### src/rtl/turn_signal_ctrl.sv
// Turn-signal / hazard / emergency-stop flasher controller.
// Debounced buttons drive a mode machine with a restartable blink generator.
module turn_signal_ctrl #(
    parameter int DEBOUNCE_CYC   = 500_000,
    parameter int BLINK_HALF_CYC = 25_000_000,
    parameter int ESS_HALF_CYC   = 6_250_000
) (
    input  logic       clk,
    input  logic       rst,
    input  logic       btn_left,
    input  logic       btn_right,
    input  logic       btn_hazard,
    input  logic       ess_active,
    input  logic       engine_on,
    output logic       turn_signal_on,
    output logic       led_left,
    output logic       led_right,
    output logic [2:0] mode
);
    localparam int DW   = $clog2(DEBOUNCE_CYC + 1);
    localparam int HMAX = (BLINK_HALF_CYC > ESS_HALF_CYC) ?
                          BLINK_HALF_CYC : ESS_HALF_CYC;
    localparam int BW   = $clog2(HMAX + 1);

    localparam logic [DW-1:0] DB_LAST    = DW'(DEBOUNCE_CYC - 1);
    localparam logic [BW-1:0] BLINK_LAST = BW'(BLINK_HALF_CYC - 1);
    localparam logic [BW-1:0] ESS_LAST   = BW'(ESS_HALF_CYC - 1);

    typedef enum logic [2:0] {
        OFF    = 3'd0,
        LEFT   = 3'd1,
        RIGHT  = 3'd2,
        HAZARD = 3'd3,
        ESS    = 3'd4
    } mode_t;

    mode_t          state, state_nx;
    mode_t          saved, saved_nx;
    logic [2:0]     raw, sync1, sync2, db, db_q, press;
    logic [DW-1:0]  dcnt [3];
    logic           ev_h, ev_l, ev_r;
    logic           phase, phase_nx;
    logic [BW-1:0]  bcnt, bcnt_nx, last;

    // bit 0 = left, bit 1 = right, bit 2 = hazard
    assign raw = {btn_hazard, btn_right, btn_left};

    always_ff @(posedge clk or posedge rst) begin
        if (rst) begin
            sync1 <= '0;
            sync2 <= '0;
            db    <= '0;
            db_q  <= '0;
            for (int i = 0; i < 3; i++) dcnt[i] <= '0;
        end else begin
            sync1 <= raw;
            sync2 <= sync1;
            db_q  <= db;
            for (int i = 0; i < 3; i++) begin
                if (sync2[i] == db[i]) begin
                    dcnt[i] <= '0;
                end else if (dcnt[i] == DB_LAST) begin
                    db[i]   <= sync2[i];
                    dcnt[i] <= '0;
                end else begin
                    dcnt[i] <= dcnt[i] + DW'(1);
                end
            end
        end
    end

    assign press = db & ~db_q;
    assign ev_h  = press[2];
    assign ev_l  = press[0] & ~press[2];
    assign ev_r  = press[1] & ~press[0] & ~press[2];

    always_comb begin
        state_nx = state;
        saved_nx = saved;
        if (state != ESS && ess_active) begin
            state_nx = ESS;
            saved_nx = state;
        end else if (state == ESS) begin
            if (!ess_active) begin
                state_nx = saved;
                if ((saved == LEFT || saved == RIGHT) && !engine_on)
                    state_nx = OFF;
            end
        end else if ((state == LEFT || state == RIGHT) && !engine_on) begin
            state_nx = OFF;
        end else begin
            case (state)
                OFF: begin
                    if (ev_h)                   state_nx = HAZARD;
                    else if (ev_l && engine_on) state_nx = LEFT;
                    else if (ev_r && engine_on) state_nx = RIGHT;
                end
                LEFT: begin
                    if (ev_h)      state_nx = HAZARD;
                    else if (ev_l) state_nx = OFF;
                    else if (ev_r) state_nx = RIGHT;
                end
                RIGHT: begin
                    if (ev_h)      state_nx = HAZARD;
                    else if (ev_l) state_nx = LEFT;
                    else if (ev_r) state_nx = OFF;
                end
                HAZARD: begin
                    if (ev_h) state_nx = OFF;
                end
                default: state_nx = OFF;
            endcase
        end
    end

    // Any change into a lit mode restarts with the lamp on, so it clicks at once.
    always_comb begin
        last     = (state == ESS) ? ESS_LAST : BLINK_LAST;
        phase_nx = phase;
        bcnt_nx  = bcnt + BW'(1);
        if (state_nx == OFF) begin
            phase_nx = 1'b0;
            bcnt_nx  = '0;
        end else if (state_nx != state) begin
            phase_nx = 1'b1;
            bcnt_nx  = '0;
        end else if (bcnt == last) begin
            phase_nx = ~phase;
            bcnt_nx  = '0;
        end
    end

    always_ff @(posedge clk or posedge rst) begin
        if (rst) begin
            state     <= OFF;
            saved     <= OFF;
            phase     <= 1'b0;
            bcnt      <= '0;
            led_left  <= 1'b0;
            led_right <= 1'b0;
        end else begin
            state     <= state_nx;
            saved     <= saved_nx;
            phase     <= phase_nx;
            bcnt      <= bcnt_nx;
            led_left  <= phase_nx &
                         (state_nx inside {LEFT, HAZARD, ESS});
            led_right <= phase_nx &
                         (state_nx inside {RIGHT, HAZARD, ESS});
        end
    end

    assign turn_signal_on = phase;
    assign mode           = state;

endmodule

### config.mk
export PLATFORM = sky130hd
export DESIGN_NAME = turn_signal_ctrl
export DESIGN_NICKNAME = d
export VERILOG_FILES = /design/src/rtl/turn_signal_ctrl.sv
export SDC_FILE = /design/constraint.sdc
export NUM_CORES = 1
export LEC_CHECK = 0
export ABC_AREA = 0
export CAP_MARGIN = 20
export CORE_MARGIN = 1
export CORE_UTILIZATION = 65
export DETAILED_ROUTE_END_ITERATION = 10
export HOLD_SLACK_MARGIN = 0.02
export PLACE_DENSITY = 0.83
export SYNTH_ARGS = -nofsm -noshare
export SYNTH_HDL_FRONTEND = slang
export SYNTH_SLANG_ARGS = --single-unit
### constraint.sdc
create_clock -name clk -period 9.4 [get_ports clk]
set_input_delay 2.82 -clock clk [delete_from_list [all_inputs] [get_ports clk]]
set_output_delay 2.82 -clock clk [all_outputs]
set_load 0.02 [all_outputs]
==> key figures <==
Clock network
  – Clock transition time at the flip-flop clock pins of the worst setup and hold paths: 0.09 ns
  – Maximum clock path buffer count: 2
  – Clock net sink count: 103
  – Count of cells resized by post-cts repair: 0
  – TritonCTS clock tree: done
  – Clock network latency to the later pin of the worst-skew pair: 0.36 ns
  – Number of CTS-inserted buffers: 9
  – CTS HTree Levels: 3
  – Post CTS Setup Buffer Count: 0
  – Cell chosen for the clock root: sky130_fd_sc_hd__clkbuf_8
  – Number of hold buffers added after cts: 0

Timing
  – # setup viols final: 0
  – Fmax: 203 MHz
  – Final WS setup: 4.48 ns
  – Max-slew violation total from the final report: 0
  – Final critical-path share of the clock period: 52.3%
  – RSZ-0062 raised after global routing: false
  – Worst Max-Slew Pin Slew: 0.795 ns
  – Final Hold Vio Count: 0
  – Worst slew slack as a fraction of its limit: 46.5%
  – Setup Total Neg Slack: 0 ns
  – Worst setup skew after layout: 0.0106 ns
  – Minimum period implied by the final worst setup slack: 4.92 ns

Routing
  – Wire length per cell: 14.2 um
  – Drt first-iter violations: 144
  – Number of optimization iterations in the first detailed-route pass: 4
  – Drc violations: 0
  – Remaining antenna violation count: 0
  – Via count: 3656
  – Average vias per placed instance: 5.78
  – Total detailed-routing wirelength: 9.02 mm

Setup path
  – FF-to-FF path depth: 6
  – Origin of the critical flop-to-flop path: mode[2]$_DFF_PP0_
  – Crit path capture type: flip-flop
  – Class of the most critical setup path: primary input to flip-flop
  – Cell-by-cell listing of the critical path: clkdlybuf4s50_1 > nor4b_1 > nand3_1 > o41ai_1 > a221o_1 > o211ai_4 > nor2_1
  – Number of buffers and inverters on the critical path: 1
  – Maximum single-stage delay on the critical path: 0.81 ns
  – Slowest cell on the critical path: sky130_fd_sc_hd__clkdlybuf4s50_1
  – Register-to-register setup slack: 6.89 ns
  – Cell family with most CP delay: compound AO/OA/AOI/OAI gates
  – Maximum fanout along the worst path: 25
  – Number of gates on the worst path with buffers counted: 7
  – Endpoint of the worst setup timing path: bcnt[13]$_DFF_PP0_
  – Type of element launching the critical path: primary input
  – Crit path arrival time: 5.12 ns
  – Required @ worst endpoint: 9.61 ns
  – Launching element of the worst setup path: ess_active
  – Reg-to-reg critical path endpoint: bcnt[13]$_DFF_PP0_

Logic synthesis
  – Cell count after synthesis: 521
  – Average cell area after synthesis: 9.80 um2
  – Fraction of post-synthesis cell area in the top cell type by area: 50.5%
  – Number of distinct library cells after synthesis: 50
  – Most common cell in the synthesized netlist: sky130_fd_sc_hd__nor2_1
  – YS warnings: 0
  – Proportion of synthesized chip area in sequential cells: 50.5%
  – Top cell type by total area after synthesis: sky130_fd_sc_hd__dfrtp_1
  – Register bit count reported by yosys: 103
  – Post-synth EDFFs: 0
  – Syn Nets: 532
  – Cell area after synthesis: 5110 um2
  – Flip-flop cell with the highest count after synthesis: sky130_fd_sc_hd__dfrtp_1
  – Top cells by count, synth: sky130_fd_sc_hd__nor2_1, sky130_fd_sc_hd__dfrtp_1, sky130_fd_sc_hd__nand2_1
  – Fraction of registers with async set/reset: 100%
  – Area contributors post-synth: sky130_fd_sc_hd__dfrtp_1, sky130_fd_sc_hd__nor2_1, sky130_fd_sc_hd__xnor2_1

Global routing
  – Met1 capacity usage during global routing: 31.4%
  – Most Crowded Layer GR: met2
  – Wire length of the first global-routing pass: 16.0 mm
  – Tot GR Track Use: 24.3%
  – Grt total ovfl: 0
  – Met2 Resource Use GR: 41.7%
  – Maximum number of pins on one net before global-route repair: 83
  – Antenna violations before repair: 0
  – Vias in the first global route: 3576
  – Met3 global-route usage: 5.30%

Pwr
  – Total power: 0.000842 W
  – Leakage power: 2.31 nW
  – Pwr dens: 153 nW/um2
  – Worst-case vdd ir drop: 0.000114 V

Finish
  – Layout net count: 541
  – P&R area growth vs syn: 7.67%
  – Share of post-route cells with drive strength above 1: 5.81%
  – ANT cells: 0
  – Fill cell total of the finished layout: 532

Place
  – Minimum setup slack after placement: 4.14 ns
  – Placed wire-length estimate: 6.08 mm
  – Routability cong.: 0.873
  – Number of buffer cells added on primary ports: 12

Status
  – Run status: finished clean

Worst hold path
  – Hold path startpoint: sync1[2]$_DFF_PP0_
  – Hold/Removal Path Class: flip-flop to flip-flop

Die
  – Die H: 90.6 um
  – Floorplan die area: 8210 um2
  – Top Ports: 13
  – Effective utilization at floorplan: 68.9%
  – Site row count: 31
  – Area of the placeable core: 7410 um2
  – Horizontal extent of the die: 90.6 um

Run
  – Number of max-cap violations: 0
## per-stage QoR
stage          instance area [um2]  std cells  hold WS, ns  utilization (%)
2_1_floorplan                 5110        521        0.331                -
3_3_place_gp                  5280        617        0.332             71.2
6_report                      5500        633        0.355             74.2
4_1_cts                       5470        632        0.357             73.8
5_1_grt                       5500        633        0.368             74.2
3_5_place_dp                  5280        617        0.335             71.2
## worst min path at each step
stage	endpoint	slack, ns	cells past startpoint
6_report	sync2[2]$_DFF_PP0_	0.36	0
3_3_place_gp	sync2[0]$_DFF_PP0_	0.33	0
2_1_floorplan	sync2[0]$_DFF_PP0_	0.33	0
5_1_grt	sync2[1]$_DFF_PP0_	0.37	0
3_5_place_dp	sync2[2]$_DFF_PP0_	0.33	0
4_1_cts	sync2[2]$_DFF_PP0_	0.36	0
## layer usage
layer / wire (um) / share of wire [%]
met5: 0 / 0
met3: 232 / 2.6
met2: 4560 / 51
met4: 105 / 1.2
met1: 4120 / 46
## flip-flops by register name, indices dropped and copies added (netlist names)
| signal | count |
|---|---|
| bcnt | 25 |
| db | 3 |
| db_q | 3 |
| dcnt | 57 |
| led_left | 1 |
| led_right | 1 |
| mode | 3 |
| saved | 3 |
| sync1 | 3 |
| sync2 | 3 |
| turn_signal_on | 1 |
## power by group
group / switching, W / leakage, nW / total (W) / internal (W)
Sequential: 0.0000160 / 1.41 / 0.000473 / 0.000457
Clock: 0.000144 / 0.103 / 0.000274 / 0.000130
Combinational: 0.0000566 / 0.801 / 0.0000943 / 0.0000377
## cell type report
type                            instances  area [um2]  area share (%)
Timing Repair Buffer                   15         163            2.96
Sequential cell                       103        2580            46.9
Multi-Input combinational cell        389        2390            43.5
Inverter                               12        47.5           0.865
Clock inverter                          5        57.6            1.05
Tap cell                               99         124            2.25
Clock buffer                           10         138            2.50
## cells in the final DEF (no fill, tap or decap), drive strengths merged, types with 10 or more instances in the layout
master,count
nand4,21
nor2,107
inv,13
nand3,30
xor2,35
clkbuf,10
clkdlybuf4s50,12
xnor2,41
nand2,45
and3,13
dfrtp,103
## kinds of logic (layout without fill, tap and decap cells)
kind of cell | Yosys count | after routing | share of synthesized area (%)
compound gates | 33 | 33 | 5.49
simple gates | 273 | 273 | 26.7
xor+xnor | 76 | 76 | 13.0
flops | 103 | 103 | 50.5
mux | 3 | 3 | 0.662
buf+inv | 29 | 42 | 2.70
fa+ha+maj | 4 | 4 | 0.980
(Power assumes the default switching activity.)
